==> config.mk <==
export PLATFORM = sky130hd
export DESIGN_NAME = pio_avalon_gpio
export DESIGN_NICKNAME = d
export VERILOG_FILES = /design/src/rtl/pio_avalon_gpio.sv
export SDC_FILE = /design/constraint.sdc
export NUM_CORES = 1
export LEC_CHECK = 0
export ABC_AREA = 1
export ABC_CLOCK_PERIOD_IN_PS = 6000
export CAP_MARGIN = 20
export CORE_MARGIN = 5
export CORE_UTILIZATION = 50
export CTS_BUF_LIST = sky130_fd_sc_hd__clkbuf_4
export DETAILED_ROUTE_END_ITERATION = 6
export PLACE_DENSITY = 0.73
export SLEW_MARGIN = 20
export SYNTH_ARGS = -nofsm -noshare
export SYNTH_HDL_FRONTEND = slang
export SYNTH_SLANG_ARGS = --single-unit
==> constraint.sdc <==
create_clock -name clk -period 6 [get_ports clk]
set_clock_uncertainty 0.1 [all_clocks]
set_input_delay 1.8 -clock clk [delete_from_list [all_inputs] [get_ports clk]]
set_output_delay 1.8 -clock clk [all_outputs]
set_load 0.01 [all_outputs]
==> src/rtl/pio_avalon_gpio.sv <==
// Avalon-MM GPIO slave: data/direction/mask registers, atomic set/clear,
// two-flop input synchroniser, per-bit edge capture and a maskable interrupt.
module pio_avalon_gpio #(
  parameter int unsigned WIDTH       = 32,
  parameter logic [31:0] RESET_VALUE = 32'h0,
  parameter logic [31:0] DIR_RESET   = 32'h0,
  parameter int unsigned EDGE_TYPE   = 0,
  parameter int unsigned IRQ_TYPE    = 0
) (
  input  logic             clk,
  input  logic             reset,
  input  logic [2:0]       address,
  input  logic             chipselect,
  input  logic             write_n,
  input  logic [WIDTH-1:0] writedata,
  output logic [WIDTH-1:0] readdata,
  input  logic [WIDTH-1:0] pio_in,
  output logic [WIDTH-1:0] pio_out,
  output logic [WIDTH-1:0] pio_oe,
  output logic             irq
);

  localparam logic [WIDTH-1:0] DATA_INIT = RESET_VALUE[WIDTH-1:0];
  localparam logic [WIDTH-1:0] DIR_INIT  = DIR_RESET[WIDTH-1:0];

  logic [WIDTH-1:0] data_reg, data_next;
  logic [WIDTH-1:0] dir_reg, dir_next;
  logic [WIDTH-1:0] mask_reg, mask_next;
  logic [WIDTH-1:0] capture_reg, capture_next;
  logic [WIDTH-1:0] s1_reg, s2_reg, s3_reg;
  logic [1:0]       warm_reg;
  logic [WIDTH-1:0] edge_hit;
  logic             warm_done;
  logic             wr_en;

  assign wr_en     = chipselect & ~write_n;
  assign warm_done = (warm_reg == 2'd3);

  // s2/s3 start at zero after reset, so detection waits until both hold real samples.
  genvar gi;
  generate
    for (gi = 0; gi < WIDTH; gi++) begin : g_edge
      if (EDGE_TYPE == 0) begin : g_rise
        assign edge_hit[gi] = s2_reg[gi] & ~s3_reg[gi] & ~dir_reg[gi] & warm_done;
      end else if (EDGE_TYPE == 1) begin : g_fall
        assign edge_hit[gi] = ~s2_reg[gi] & s3_reg[gi] & ~dir_reg[gi] & warm_done;
      end else begin : g_any
        assign edge_hit[gi] = (s2_reg[gi] ^ s3_reg[gi]) & ~dir_reg[gi] & warm_done;
      end
    end
  endgenerate

  always_comb begin
    data_next    = data_reg;
    dir_next     = dir_reg;
    mask_next    = mask_reg;
    capture_next = capture_reg | edge_hit;
    if (wr_en) begin
      case (address)
        3'd0: data_next = writedata;
        3'd1: dir_next  = writedata;
        3'd2: mask_next = writedata;
        // A new edge in the same cycle as its clear keeps the bit set.
        3'd3: capture_next = (capture_reg & ~writedata) | edge_hit;
        3'd4: data_next = data_reg | writedata;
        3'd5: data_next = data_reg & ~writedata;
        default: ;
      endcase
    end
  end

  always_ff @(posedge clk) begin
    if (reset) begin
      data_reg    <= DATA_INIT;
      dir_reg     <= DIR_INIT;
      mask_reg    <= '0;
      capture_reg <= '0;
      s1_reg      <= '0;
      s2_reg      <= '0;
      s3_reg      <= '0;
      warm_reg    <= 2'd0;
    end else begin
      data_reg    <= data_next;
      dir_reg     <= dir_next;
      mask_reg    <= mask_next;
      capture_reg <= capture_next;
      s1_reg      <= pio_in;
      s2_reg      <= s1_reg;
      s3_reg      <= s2_reg;
      if (!warm_done) begin
        warm_reg <= warm_reg + 2'd1;
      end
    end
  end

  always_comb begin
    readdata = '0;
    case (address)
      3'd0:    readdata = (s2_reg & ~dir_reg) | (data_reg & dir_reg);
      3'd1:    readdata = dir_reg;
      3'd2:    readdata = mask_reg;
      3'd3:    readdata = capture_reg;
      default: readdata = '0;
    endcase
  end

  assign pio_out = data_reg;
  assign pio_oe  = dir_reg;

  generate
    if (IRQ_TYPE == 0) begin : g_irq_level
      assign irq = |(s2_reg & ~dir_reg & mask_reg);
    end else begin : g_irq_edge
      assign irq = |(capture_reg & mask_reg);
    end
  endgenerate

endmodule

; ---- After elaboration in Yosys (flattened, before gate mapping)
; Cells that the tools add are included.
[classes]
n_addsub = 1
n_eq_ne = 6
muxes = 4
bitwise_logic = 173
n_reduce_logical = 6
[op_table]
columns = operator, count
row1 = 32-bit bitwise AND, 5
row2 = 32-bit OR, 4
row3 = 32-bit case mux with 4 select lines, 1
row4 = 1-bit bitwise AND, 97
row5 = 32-bit case mux with 3 select lines, 1
row6 = 1-bit inverter, 65
row7 = 32-bit 2-to-1 mux, 2
row8 = 32-bit inverter, 2
row9 = 32-bit OR reduction, 1
row10 = 3-bit by 2-bit equality test with 1-bit output (second input constant), 2
row11 = 3-bit equality test (second input constant), 2
row12 = 2-bit AND reduction, 3
row13 = 3-bit by 1-bit equality test with 1-bit output (second input constant), 1
row14 = 3-bit logical NOT, 1
row15 = 3-bit nonzero test, 1
row16 = 2-bit by 1-bit adder with 2-bit output (second input constant), 1
row17 = 2-bit equality test (second input constant), 1
[word_totals]
ff_bits = 226
in_bits = 71
out_inout_bits = 97
wordCells = 198

; ---- Logic depth before layout (Yosys ltp)
; Gate-level depths: netlist of the first run.
[logic_depth]
depth_word = 7
depth_mapped = 9
ltp_nobuf = 8

; ---- Least setup slack after synthesis of the first run
; No wires, ideal clock.
[synth_path]
kind = input -> output
from = in address[0]
to = out readdata[10]
arrival_ns = 2.757
required_ns = 4.100
path_slack_ns = 1.343
stages = 6
n_path_buf = 2
cell_sequence = buf_2 nand3_2 inv_2 clkbuf_1 nand2_1 nand4_1
[synth_via]
elab_chain_len = 2
word_cells_on_any_way = 5
classes_between = eq/ne (3) / mux (1) / reduce/logical (1)
[synth_rtl]
columns = item, line_no
row1 = "start, declared", 12  ; input logic [2:0] address,
row2 = 3-bit by 2-bit equality test with 1-bit output (tied with other cells), 98  ; case (address)
row3 = 32-bit case mux with 4 select lines (*), 98
row4 = "end, declared", 16  ; output logic [WIDTH-1:0] readdata,
; Every way passes the cells marked *; elsewhere a longest branch is shown, timed or not.

; ---- Final worst setup path of the first run
[layout_path]
from = in address[1]
to = out readdata[27]
; The elaborated chain is that of the path after synthesis.

==> results.cfg, run 1 <==
[status]
status = finished, final reports clean

[grt]
antenna_found_initial = 1
overflow = 0
grtUsageMet1_pct = 33.8
top_usage_layer = met2
grt_pass1_vias = 8883
grt_usage_pct = 25.2
met3_usage_pct = 5.36
grt_pass1_wl_um = 45100
grt_use_met2_pct = 40.7
grt_max_degree = 118

[timing]
setup_slack_ns = 0.166
timing.fmax_mhz = 171
rsz0062_at_grt = no
hold_viol = 0
relSlewSlack_pct = 33.4
period_share_pct = 97.2
max_slew.worst_pin.slew_ns = 0.999
setup_viol = 0
period_needed_ns = 5.83
drv_slew = 0
setup-tns-final_ns = 0

[critical_path]
cp_num_buf_inv = 4
worst-r2r-setup-slack_ns = 3.74
rr_worst_depth = 6
worstSetupPathType = primary input to output pin
cp_common_cell = clkdlybuf4s50_1
cp_slowest_cell = clkdlybuf4s50_1
critPathArrivalTime_ns = 3.93
worstSetupEndpointType = output pin
worstPathCellList = clkdlybuf4s50_1, nand3_1, inv_1, buf_4, nand2_1, o2111ai_1, clkdlybuf4s50_1
cp.required_ns = 4.10
worstPathMaxFanout = 15
cp_top_family = buffers and inverters
path_depth = 7
cp_slowest_stage_delay_ns = 0.72
cp-start-kind = primary input

[finish]
drive_gt1_share_pct = 7.84
final_util_pct = 64.6
fin_area_um2 = 12000
fillers = 1779
syn_to_final_growth_pct = 27.3
fin_nets = 1664

[placement]
dp_hpwl_um = 17700
pre_cts_ws_ns = 0.189
place_congestion = 0.852
port_buffers = 167
place_area_um2 = 11300

[synthesis]
yosysMostFrequentCell = nand2_1
synth_cells = 1413
syn_area_um2 = 9460
yosysWarnings = 0
synth_area_leaders = dfxtp_1 (48%), nand2_1 (18%), nor2_1 (8.9%), inv_1 (6.2%), a21oi_1 (5.6%)
synth_commonest_cells = nand2_1 (460), dfxtp_1 (226), nor2_1 (225)
async_reset_ff_share_pct = 0
ys.flop_type = dfxtp_1
avgSynthCellArea_um2 = 6.69
synth.net_count = 1485
synth.distinct_cells = 22
yosysTopAreaCell = dfxtp_1
synth_edf_count = 0
ys_seq_elements = 226
synth_top_area_share_pct = 47.8
ys_seq_area_share_pct = 47.8

[clocking]
cts_setup_buffers = 0
clkSinkCount = 226
cts_tree = built
clk_pin_slew_ns = 0.07
holdBufCountCts = 0
cts.repair.resized = 0
clk_path_buf_depth = 3
htreeDepth = 2
cts_root_buffer = clkbuf_4
clk_latency_ns = 0.66
cts_buffers = 58

[pwr]
power_w = 0.00315
p_int_w = 0.00233
power_leakage_nw = 5.06
p_sw_share_pct = 26.0
p_seq_share_pct = 49.9
power_frac_comb_pct = 10.1
p_sw_w = 0.000818
power_density_nw_per_um2 = 262
vdd_ir_drop_max_mv = 0.128
clock_power_share_pct = 40.0

[floorplan]
initial_utilization_pct = 50.7
coreArea_um2 = 18600
dieWidth_um = 148
die_y_um = 148
io_pins = 168
core.rowCount = 50
die-area_um2 = 21800

[drt]
first_pass_iters = 5
drt_iter0_markers = 782
num_vias = 9555
drt_wl_total_um = 28300
drc = 0
vias_per_cell = 5.12
wire_per_inst_um = 15.1
ant_nets = 0

[hold_path]
hold_path_depth = 2
hp-class = flip-flop to flip-flop

[flow_run]
maxCapViolCount = 0
final cells by class:
type | instances | area (um^2) | area share, %
Sequential cell | 226 | 4520 | 37.6
Multi-Input combinational cell | 954 | 4040 | 33.6
Timing Repair Buffer | 188 | 1860 | 15.4
Clock buffer | 88 | 661 | 5.49
Inverter | 164 | 616 | 5.11
Tap cell | 234 | 293 | 2.43
Clock inverter | 12 | 46.3 | 0.384
Antenna cell | 1 | 2.50 | 0.0208
layer usage:
| layer | wire length (um) | up-vias |
|---|---|---|
| met3 | 2270 | 69 |
| met2 | 13000 | 408 |
| li1 | - | 4742 |
| met1 | 12300 | 4336 |
| met5 | 0 | - |
| met4 | 687 | 0 |
kinds of logic (layout without fill, tap and decap cells):
logic type,after synthesis,in the layout,share of synthesized area (%)
AND/OR/NAND/NOR,744,744,30.9
buffers and inverters,233,452,9.62
flip-flops,226,226,47.8
AO/OA/AOI/OAI,208,208,11.4
adder cells (fa/ha/maj),1,1,0.132
XOR/XNOR,1,1,0.0926
other,0,1,0
cells in the final DEF, fill, tap and decap left out, types with 11 or more instances in the layout:
cell,count
clkdlybuf4s50_1,166
inv_1,156
dfxtp_1,226
nor2_1,225
nand3_1,27
clkinv_1,11
buf_4,19
o21ai_0,62
o21ai_1,32
nand2_1,460
clkbuf_4,88
a21oi_1,105
nand4_1,23
final timing paths:
check                                 start         endpoint
worst min-delay path             s1_reg[13]       s2_reg[13]
worst max register to register  warm_reg[0]  capture_reg[28]
worst max-delay path             address[1]     readdata[27]
worst min register to register   s1_reg[13]       s2_reg[13]
metrics by stage:
stage | cells | hold WS (ns)
after global placement | 1766 | 0.288
after detailed placement | 1766 | 0.294
final | 1867 | 0.296
after global routing | 1867 | 0.312
after CTS | 1866 | 0.300
after floorplan | 1413 | 0.288
power by group through the flow:
stage | Sequential (W) | Clock, W | Combinational, W
2_1_floorplan | 0.00160 | 0 | 0.000158
3_3_place_gp | 0.00161 | 0 | 0.000310
3_5_place_dp | 0.00161 | 0 | 0.000314
4_1_cts | 0.00157 | 0.00129 | 0.000316
5_1_grt | 0.00158 | 0.00137 | 0.000349
6_report | 0.00157 | 0.00126 | 0.000317
worst reg2reg max path, delay by kind of cell, from the launching register on:
kind / cells / cell delay, ns
AO/OA/AOI/OAI: 1 / 0.13
AND/OR/NAND/NOR: 2 / 0.16
flip-flops: 1 / 0.35
adder cells (fa/ha/maj): 1 / 0.50
buffers and inverters: 2 / 0.92
(Power assumes the default switching activity.)
==> inputs of run 2 (changes only) <==
Settings changed: GPL_TIMING_DRIVEN from default to 0.
==> results.cfg, run 2 (synthesized netlist as in run 1, its figures left out) <==
[drt]
first_pass_iters = 5
wire_per_inst_um = 16.2
drt_wl_total_um = 30900
ant_nets = 0
dr_wl_met2_um = 14100
drc = 0
wl_met3_um = 2980
vias_per_cell = 5.15
wl_met1_um = 12900
num_vias = 9815
top_layer_used = met4
drt_iter0_markers = 773

[critical_path]
worst-r2r-setup-slack_ns = 4.06
rr_worst_depth = 6
worstSetupEndpointType = output pin
critPathArrivalTime_ns = 4.10
r2r_start = warm_reg[0]
cp-start-kind = primary input
timing.rr.end = capture_reg[19]
endpoint = readdata[18]
cp.required_ns = 4.10
worstSetupPathType = primary input to output pin
crit_start = address[1]
worstPathMaxFanout = 10

[clocking]
htreeDepth = 2
cts_buffers = 58
clkSinkCount = 226
clk_latency_ns = 0.66
cts_tree = built
cts_root_buffer = clkbuf_4
clk_pin_slew_ns = 0.06
clk_path_buf_depth = 3

[floorplan]
coreArea_um2 = 18600
die-area_um2 = 21800
dieWidth_um = 148
initial_utilization_pct = 50.7
core.rowCount = 50
die_y_um = 148
io_pins = 168

[grt]
grt_usage_pct = 27.6
grt_max_degree = 15
grt_pass1_wl_um = 48300
overflow = 0
grt_pass1_vias = 9384
antenna_found_initial = 2

[pwr]
vdd_ir_drop_max_mv = 0.131
power_w = 0.00317
power_leakage_nw = 5.11
power_density_nw_per_um2 = 261

[placement]
port_buffers = 165
dp_hpwl_um = 21200
place_congestion = 0.934

[timing]
timing.fmax_mhz = 167
drv_slew = 0
rsz0062_at_grt = no
setup-tns-final_ns = 0
period_share_pct = 100
setup_viol = 0
period_needed_ns = 6.00
max_slew.worst_pin.slew_ns = 0.878
hold_viol = 0
relSlewSlack_pct = 41.5

[finish]
seq_area_um2 = 4520
final_cell_mix = nand2_1 (460), dfxtp_1 (226), nor2_1 (225), clkdlybuf4s50_1 (165), inv_1 (157)
drive_gt1_share_pct = 7.95
syn_to_final_growth_pct = 28.1
fin_nets = 1710
fillers = 1726
multi_input_area_um2 = 4040
final_common_cell = nand2_1

[hold_path]
hp-class = flip-flop to flip-flop

[status]
status = finished, final reports clean

[flow_run]
maxCapViolCount = 0
[run 2: cell types whose count changed in the layout (fill, tap and decap cells not counted), sizes merged]
cell	change
buf	-2
clkbuf	+49
inv	+1
clkdlybuf4s50	-1
clkinv	-7
[run 2: metal layers]
layer | track usage [%] | vias up
met4 | 9.93 | 0
met1 | 35.6 | 4404
li1 | - | 4842
met5 | 0 | -
met3 | 6.41 | 81
met2 | 45.4 | 488
[run 2: area by class of cell]
| class | instances | share of cell area (%) |
|---|---|---|
| Tap cell | 234 | 2.42 |
| Timing Repair Buffer | 165 | 13.6 |
| Antenna cell | 1 | 0.0207 |
| Clock inverter | 6 | 0.186 |
| Clock buffer | 88 | 5.45 |
| Buffer | 69 | 2.57 |
| Inverter | 164 | 5.08 |
| Sequential cell | 226 | 37.3 |
| Multi-Input combinational cell | 954 | 33.3 |
[run 2: worst max-delay path, stage by stage]
cell	delay, ns
clkdlybuf4s50_1	0.67
nand3_2	0.26
inv_2	0.17
buf_2	0.31
nand2_1	0.10
o2111ai_1	0.17
clkdlybuf4s50_1	0.60
[run 2: how the worst min path moves through the flow]
stage                       to  depth (start not counted)       start
floorplan            s2_reg[0]                          2   s1_reg[0]
global placement     s2_reg[2]                          2   s1_reg[2]
detailed placement  s2_reg[30]                          2  s1_reg[30]
CTS                 s2_reg[30]                          2  s1_reg[30]
global route        s2_reg[12]                          2  s1_reg[12]
finish              s2_reg[30]                          2  s1_reg[30]
[run 2: through the flow]
stage | hold slack (ns) | area, um^2 | setup slack, ns | instances | utilization [%]
2_1_floorplan | 0.288 | 9460 | 1.34 | 1413 | -
3_3_place_gp | 0.289 | 11400 | -0.269 | 1812 | 61.2
3_5_place_dp | 0.293 | 11400 | -0.321 | 1812 | 61.2
4_1_cts | 0.299 | 12100 | 0.0347 | 1906 | 64.9
5_1_grt | 0.315 | 12100 | 0.0179 | 1907 | 65.0
6_report | 0.295 | 12100 | 0.00171 | 1907 | 65.0
[run 2: power breakdown]
group	internal, W	total, W	switching, W
combinational	0.000124	0.000330	0.000206
clock	0.000656	0.00126	0.000608
sequential	0.00155	0.00157	0.0000253
[run 2: what timing repair did]
| action | in CTS | in global routing |
|---|---|---|
| resized for setup | 13 | 1 |
| buffers inserted | 0 | 0 |
| endpoints found under the setup margin | 32 | 20 |
| hold buffers | 0 | 0 |
